$ cat src/rtl/accum_ser_pkg.sv
// Shared types and default geometry for the accum_ser bit-serial operand sequencer.
package accum_ser_pkg;

  typedef enum logic [1:0] {
    IDLE  = 2'd0,
    CLEAR = 2'd1,
    ACCUM = 2'd2
  } state_e;

  localparam int WORD_W_DEF = 16;
  localparam int N_ZERO_DEF = 6;
  localparam int N_POLE_DEF = 2;
  localparam int LAST_BIT   = WORD_W_DEF - 1;

endpackage

$ cat src/rtl/accum_ser_piso.sv
// Parallel-in serial-out shifter: loads a term, then shifts it out LSB-first with zero fill.
module accum_ser_piso
  import accum_ser_pkg::*;
#(
  parameter int W = WORD_W_DEF
) (
  input  logic         clk,
  input  logic         reset,
  input  logic         load,
  input  logic         shift,
  input  logic [W-1:0] din,
  output logic         so
);

  logic [W-1:0] sr_r;

  // Load has priority; zero fill leaves the register empty once a term is fully sent.
  always_ff @(posedge clk or posedge reset) begin
    if (reset) begin
      sr_r <= '0;
    end else if (load) begin
      sr_r <= din;
    end else if (shift) begin
      sr_r <= {1'b0, sr_r[W-1:1]};
    end else begin
      sr_r <= sr_r;
    end
  end

  assign so = sr_r[0];

endmodule

$ cat src/rtl/accum_ser.sv
// Bit-serial term sequencer driving the ACCUM serial accumulator and its capture strobes.
// Optional stall reporting (stall_err, idle_frames) is enabled by ACCUM_SER_STALL_ERR_EN.
module accum_ser
  import accum_ser_pkg::*;
#(
  parameter int WORD_W = WORD_W_DEF,
  parameter int N_ZERO = N_ZERO_DEF,
  parameter int N_POLE = N_POLE_DEF
) (
  input  logic              clk,
  input  logic              reset,
  input  logic              start,
  input  logic              term_valid,
  input  logic [WORD_W-1:0] term_data,
  output logic              term_ready,
  output logic              a,
  output logic              m1_sel,
  output logic              m2_sel,
  output logic              sezi_en,
  output logic              sei_en,
  output logic              busy,
  output logic              done
`ifdef ACCUM_SER_STALL_ERR_EN
  ,
  output logic              stall_err,
  output logic [7:0]        idle_frames
`endif
);

  localparam int N_TERMS = N_ZERO + N_POLE;
  localparam int CW      = (WORD_W > 1) ? $clog2(WORD_W) : 1;
  localparam int TW      = $clog2(N_TERMS + 1);
  localparam logic [CW-1:0] LAST_C    = CW'(WORD_W - 1);
  localparam logic [TW-1:0] N_ZERO_C  = TW'(N_ZERO);
  localparam logic [TW-1:0] N_TERMS_C = TW'(N_TERMS);

  state_e        state_r, state_nx_s;
  logic [CW-1:0] cnt_r, cnt_nx_s;
  logic [TW-1:0] tcnt_r, tcnt_nx_s;
  logic [TW:0]   pend_s;
  logic          term_frame_r, term_frame_nx_s;
  logic          fire_sezi_r, fire_sezi_nx_s;
  logic          fire_sei_r, fire_sei_nx_s;
  logic          frame_end_s, load_s, go_s, slot_nx_s, m1_nx_s, m2_nx_s;

  accum_ser_piso #(.W(WORD_W)) u_piso (
    .clk   (clk),
    .reset (reset),
    .load  (load_s),
    .shift (state_r != IDLE),
    .din   (term_data),
    .so    (a)
  );

  // Next-state decode; outputs are then registered from these next values.
  always_comb begin
    frame_end_s = (state_r != IDLE) && (cnt_r == LAST_C);
    load_s      = term_ready && term_valid;
    go_s        = (state_r == IDLE) && start && !done;

    case (state_r)
      IDLE:    state_nx_s = go_s ? CLEAR : IDLE;
      CLEAR:   state_nx_s = frame_end_s ? ACCUM : CLEAR;
      ACCUM:   state_nx_s = fire_sei_r ? IDLE : ACCUM;
      default: state_nx_s = IDLE;
    endcase

    if ((state_r == IDLE) || (state_nx_s == IDLE) || frame_end_s) begin
      cnt_nx_s = '0;
    end else begin
      cnt_nx_s = cnt_r + CW'(1);
    end

    if (go_s) begin
      tcnt_nx_s = '0;
    end else if (frame_end_s && term_frame_r) begin
      tcnt_nx_s = tcnt_r + TW'(1);
    end else begin
      tcnt_nx_s = tcnt_r;
    end

    if (frame_end_s) begin
      term_frame_nx_s = load_s;
    end else if (state_nx_s == IDLE) begin
      term_frame_nx_s = 1'b0;
    end else begin
      term_frame_nx_s = term_frame_r;
    end

    fire_sezi_nx_s = frame_end_s &&
                     ((term_frame_r && (tcnt_nx_s == N_ZERO_C)) ||
                      ((state_r == CLEAR) && (N_ZERO == 0)));
    fire_sei_nx_s  = frame_end_s && term_frame_r && (tcnt_nx_s == N_TERMS_C);

    // A term already in flight counts as consumed, so no slot opens after the last one.
    pend_s    = {1'b0, tcnt_nx_s} + {{TW{1'b0}}, term_frame_nx_s};
    slot_nx_s = (state_nx_s != IDLE) && (cnt_nx_s == LAST_C) && (pend_s < {1'b0, N_TERMS_C});

    case (state_nx_s)
      IDLE:    begin m1_nx_s = 1'b0; m2_nx_s = 1'b0; end
      CLEAR:   begin m1_nx_s = 1'b1; m2_nx_s = 1'b1; end
      ACCUM:   begin
        m1_nx_s = term_frame_nx_s ? (cnt_nx_s == LAST_C) : 1'b1;
        m2_nx_s = 1'b0;
      end
      default: begin m1_nx_s = 1'b0; m2_nx_s = 1'b0; end
    endcase
  end

  // Sequencer state, counters and registered control outputs.
  always_ff @(posedge clk or posedge reset) begin
    if (reset) begin
      state_r      <= IDLE;
      cnt_r        <= '0;
      tcnt_r       <= '0;
      term_frame_r <= 1'b0;
      fire_sezi_r  <= 1'b0;
      fire_sei_r   <= 1'b0;
      m1_sel       <= 1'b0;
      m2_sel       <= 1'b0;
      term_ready   <= 1'b0;
      busy         <= 1'b0;
      done         <= 1'b0;
    end else begin
      state_r      <= state_nx_s;
      cnt_r        <= cnt_nx_s;
      tcnt_r       <= tcnt_nx_s;
      term_frame_r <= term_frame_nx_s;
      fire_sezi_r  <= fire_sezi_nx_s;
      fire_sei_r   <= fire_sei_nx_s;
      m1_sel       <= m1_nx_s;
      m2_sel       <= m2_nx_s;
      term_ready   <= slot_nx_s;
      busy         <= (state_nx_s != IDLE);
      done         <= (state_r == ACCUM) && fire_sei_r;
    end
  end

  // Capture strobes launch on the falling edge so ACCUM samples mid-cycle.
  always_ff @(negedge clk or posedge reset) begin
    if (reset) begin
      sezi_en <= 1'b0;
      sei_en  <= 1'b0;
    end else begin
      sezi_en <= fire_sezi_r;
      sei_en  <= fire_sei_r;
    end
  end

`ifdef ACCUM_SER_STALL_ERR_EN
  // Stall reporting: pulse per empty load slot plus a saturating idle-frame tally.
  always_ff @(posedge clk or posedge reset) begin
    if (reset) begin
      stall_err   <= 1'b0;
      idle_frames <= 8'd0;
    end else begin
      stall_err <= term_ready && !term_valid;
      if (go_s) begin
        idle_frames <= 8'd0;
      end else if (term_ready && !term_valid && (idle_frames != 8'hFF)) begin
        idle_frames <= idle_frames + 8'd1;
      end else begin
        idle_frames <= idle_frames;
      end
    end
  end
`endif

endmodule
$ cat config.mk
export PLATFORM = sky130hd
export DESIGN_NAME = accum_ser
export DESIGN_NICKNAME = d
export VERILOG_FILES = /design/src/rtl/accum_ser_pkg.sv /design/src/rtl/accum_ser_piso.sv /design/src/rtl/accum_ser.sv
export SDC_FILE = /design/constraint.sdc
export NUM_CORES = 1
export LEC_CHECK = 0
export ABC_AREA = 1
export CORE_MARGIN = 2
export CORE_UTILIZATION = 55
export DETAILED_ROUTE_END_ITERATION = 10
export HOLD_SLACK_MARGIN = 0.05
export MAX_ROUTING_LAYER = met4
export PLACE_DENSITY = 0.93
export SETUP_SLACK_MARGIN = 0.2
export SKIP_CTS_REPAIR_TIMING = 1
export SYNTH_ARGS = -nofsm -noshare
export SYNTH_HDL_FRONTEND = slang
export SYNTH_SLANG_ARGS = --single-unit
$ cat constraint.sdc
create_clock -name clk -period 5.1 [get_ports clk]
set_input_delay 0.51 -clock clk [delete_from_list [all_inputs] [get_ports clk]]
set_output_delay 0.51 -clock clk [all_outputs]
set_load 0.03 [all_outputs]
==> qor.log, run 1 <==
[placed_design] last weighted congestion value of the routability-driven placer 0.856
[worst_setup_path] required time of the critical path 4.59 ns
[placed_design] count of buffers from port buffering 27
[global_route] GR Overflow Total 0
[floorplanning] die extent in y 59.2 um
[floorplanning] IO Pins 28
[logic_synthesis] Synth Register Bits 36
[route] total wire length 3.03 mm
[min_path] worst hold path class flop to flop
[logic_synthesis] number of enable-type register cells in the synthesized netlist 0
[logic_synthesis] library cell occupying the most area in the post-synthesis netlist sky130_fd_sc_hd__dfrtp_1
[power_and_ir_drop] total power 0.503 mW
[placed_design] dpl hpwl 2.21 mm
[sta] max_slew headroom 41.8%
[route] via/cell ratio 5.17
[power_and_ir_drop] part of the total power dissipated in sequential elements 59.6%
[worst_setup_path] Reg2Reg Launch Point fire_sei_r$_DFF_PP0_
[logic_synthesis] Synth Instances 190
[logic_synthesis] most frequently used cell type in the post-synthesis netlist sky130_fd_sc_hd__o21ai_0
[logic_synthesis] Post-Syn Area 0.00168 mm^2
[floorplanning] total die area 0.00351 mm^2
[layout] fin nets 244
[sta] final setup violating endpoints 0
[global_route] via count of the first global-routing pass 1230
[logic_synthesis] count of synthesis-stage warnings from yosys 0
[layout] number of inserted filler cells in the final layout 222
[power_and_ir_drop] Gate power share 9.0%
[global_route] pin count of the biggest net entering global routing 34
[power_and_ir_drop] sw power 0.118 mW
[layout] final antenna diode count 0
[logic_synthesis] main flop type after synthesis sky130_fd_sc_hd__dfrtp_1
[route] # DRC 0
[min_path] Hold Path Sink cnt_r[0]$_DFF_PP0_
[sta] Max Clock Skew 0.0137 ns
[worst_setup_path] CP Class flop to output pin
[global_route] GRT Overall Usage 20.8%
[logic_synthesis] leading cell types by total area after synthesis sky130_fd_sc_hd__dfrtp_1 51%, sky130_fd_sc_hd__o21ai_0 14%, sky130_fd_sc_hd__inv_1 7.8%
[route] vias 1309
[floorplanning] Die Width 59.2 um
[sta] transition time at the pin with the least slew margin 0.872 ns
[logic_synthesis] area fraction of the dominant cell type after synthesis 50.7%
[floorplanning] initial core utilization 56.3%
[worst_setup_path] crit-path max FO 1
[worst_setup_path] type of origin of the critical path flop
[sta] Hold Vio Cnt, Final 0
[worst_setup_path] r2r endpoint sei_en$_DFF_NP0_
[route] post-detailed-route count of antenna-violating nets 0
[cts] number of levels in the clock H-tree 2
[cts] CTS Sinks 36
[power_and_ir_drop] clock group share of total power 31.4%
[layout] share of cells above drive strength 1 8.18%
[worst_setup_path] CP peak stage delay 0.66 ns
[worst_setup_path] count of buffer and inverter cells on the critical path 1
[power_and_ir_drop] proportion of total power due to net switching 23.5%
[logic_synthesis] Cell variety after synth 24
[worst_setup_path] setup slack of the most critical reg-to-reg path 1.98 ns
[floorplanning] row count 20
[cts] root buffer cell sky130_fd_sc_hd__clkbuf_4
[power_and_ir_drop] peak supply drop 189 uV
[global_route] antenna violations before repair 0
[sta] setup repair after global routing missed its margin false
[flow_run] number of max-capacitance violations reported 0
[run_status] outcome complete, no violations
[worst_setup_path] CP max stage cell sky130_fd_sc_hd__clkdlybuf4s50_1
[worst_setup_path] kind of cell adding the most delay to the critical path buffers and inverters
[cts] Reg clk slew, reported paths 0.11 ns
[worst_setup_path] crit path capture type output pin
[min_path] startpoint of the most critical hold path cnt_r[0]$_DFF_PP0_
[logic_synthesis] synthesized net count 215
[cts] TritonCTS clock tree done
[route] Detailed Routing Iterations Pass 1 4
[cts] Num CTS Buffers 5
[floorplanning] core area 0.00298 mm^2
[cts] maximum buffer depth of the clock tree 2
[power_and_ir_drop] Leakage Power 1.00 nW
[global_route] wire length of the first global-routing pass 5.06 mm
[sta] fin. max-slew vios 0
[worst_setup_path] Worst EP arrival 3.93 ns
[logic_synthesis] top cell types by occurrence after synthesis 47 x sky130_fd_sc_hd__o21ai_0, 35 x sky130_fd_sc_hd__inv_1, 34 x sky130_fd_sc_hd__dfrtp_1
[cts] clock insertion delay at the later pin of the skew report 0.34 ns
[worst_setup_path] cell breakdown of the critical path clkdlybuf4s50_1
[layout] area added between synthesis and finish 20.9%
[sta] setup_tns 0 ns
[route] drt wl/cell 12.0 um
[logic_synthesis] post-synthesis average cell area 8.83 um^2
[power_and_ir_drop] cell internal power dissipation 0.385 mW
[power_and_ir_drop] power density cells 248 mW/mm^2
[min_path] instance count along the most critical hold path 1
[route] number of DRC violations after detailed-routing iteration 0 53
[logic_synthesis] share of synthesized registers carrying an async set or reset 100%
[logic_synthesis] post-synthesis sequential area ratio 53.7%
[worst_setup_path] Worst R2R Path Depth 0
[cell type report]
class	instances	area, um^2	share of cell area (%)
sequential	36	901	44.4
timing repair buffer	28	278	13.7
multi-input combinational	113	616	30.4
inverter	35	131	6.48
clock buffer	6	51.3	2.53
tap	33	41.3	2.04
clock inverter	2	10.0	0.494
[worst max path at each step]
stage	start	endpoint	cells after the start	slack, ns
after floorplan	reset	sei_en$_DFF_NP0_	1	1.33
after global placement	sezi_en$_DFF_NP0_	sezi_en	1	1.02
after detailed placement	sezi_en$_DFF_NP0_	sezi_en	1	1.01
after CTS	sezi_en$_DFF_NP0_	sezi_en	1	0.65
after global routing	sei_en$_DFF_NP0_	sei_en	1	0.61
final	sei_en$_DFF_NP0_	sei_en	1	0.66
[kinds of logic after synthesis]
logic type                 count (synthesis)  share of synthesized area (%)
AOI/OAI and AO/OA                         53                           16.0
xor gates and xnor gates                   3                           1.57
adders and majority gates                  5                           3.73
buffers and inverters                     41                           9.62
DFF                                       36                           53.7
and+or+nand+nor                           52                           15.4
[registers in the layout (all words and copies together), names as in the netlist, 2 cells and up]
signal / cells
u_piso.sr_r: 16
cnt_r: 4
tcnt_r: 4
state_r: 2
[per-layer routing]
layer  share of wire (%)  track usage (%)
met5                   0                -
met4                 2.6             11.7
met3                 4.3             7.42
met2                  51             33.0
met1                  42             22.4
[power groups by stage]
stage               logic (mW)  registers, mW  clock network [mW]
floorplan               0.0219          0.306                   0
global placement        0.0449          0.305                   0
detailed placement      0.0460          0.305                   0
CTS                     0.0465          0.300               0.164
global route            0.0521          0.301               0.178
finish                  0.0454          0.300               0.158
[cell usage in the layout (no fill, tap or decap)]
cell type                         count
sky130_fd_sc_hd__dfrtn_1              2
sky130_fd_sc_hd__o21ai_1              3
sky130_fd_sc_hd__nor2_2               2
sky130_fd_sc_hd__nand3_1              8
sky130_fd_sc_hd__inv_1               35
sky130_fd_sc_hd__clkbuf_8             1
sky130_fd_sc_hd__nand2_1             23
sky130_fd_sc_hd__or2_2                1
sky130_fd_sc_hd__xnor2_1              1
sky130_fd_sc_hd__xor2_1               2
sky130_fd_sc_hd__o22ai_1              1
sky130_fd_sc_hd__nand2_2              2
sky130_fd_sc_hd__clkinv_2             2
sky130_fd_sc_hd__a21boi_0             1
sky130_fd_sc_hd__clkbuf_4             5
sky130_fd_sc_hd__ha_1                 5
sky130_fd_sc_hd__buf_4                1
sky130_fd_sc_hd__a21oi_1              1
sky130_fd_sc_hd__nand4_1              1
sky130_fd_sc_hd__o21ai_0             47
sky130_fd_sc_hd__clkdlybuf4s50_1     27
sky130_fd_sc_hd__nor2_4               2
sky130_fd_sc_hd__nor3_2               1
sky130_fd_sc_hd__nand3_4              1
sky130_fd_sc_hd__and3_1               1
sky130_fd_sc_hd__nor2_1              10
sky130_fd_sc_hd__dfrtp_1             34
[stage by stage]
stage | util [%] | worst slack, ns | cells | instance area [um^2] | hold WS [ns]
after global placement | 66.1 | 1.02 | 245 | 1970 | 0.467
after detailed placement | 66.1 | 1.01 | 245 | 1970 | 0.469
final | 68.1 | 0.660 | 253 | 2030 | 0.488
after global routing | 68.1 | 0.611 | 253 | 2030 | 0.523
after floorplan | - | 1.33 | 190 | 1680 | 0.448
after CTS | 68.1 | 0.645 | 253 | 2030 | 0.487
(Power assumes the default switching activity.)
==> run 2: changes to the inputs <==
--- a/config.mk
+++ b/config.mk
@@ -6,6 +6,7 @@
 export NUM_CORES = 1
 export LEC_CHECK = 0
 export ABC_AREA = 1
+export CAP_MARGIN = 10
 export CORE_MARGIN = 2
 export CORE_UTILIZATION = 55
 export DETAILED_ROUTE_END_ITERATION = 10
==> results of run 2 <==
No change in the layout: final DEF, timing and power equal those of run 1.
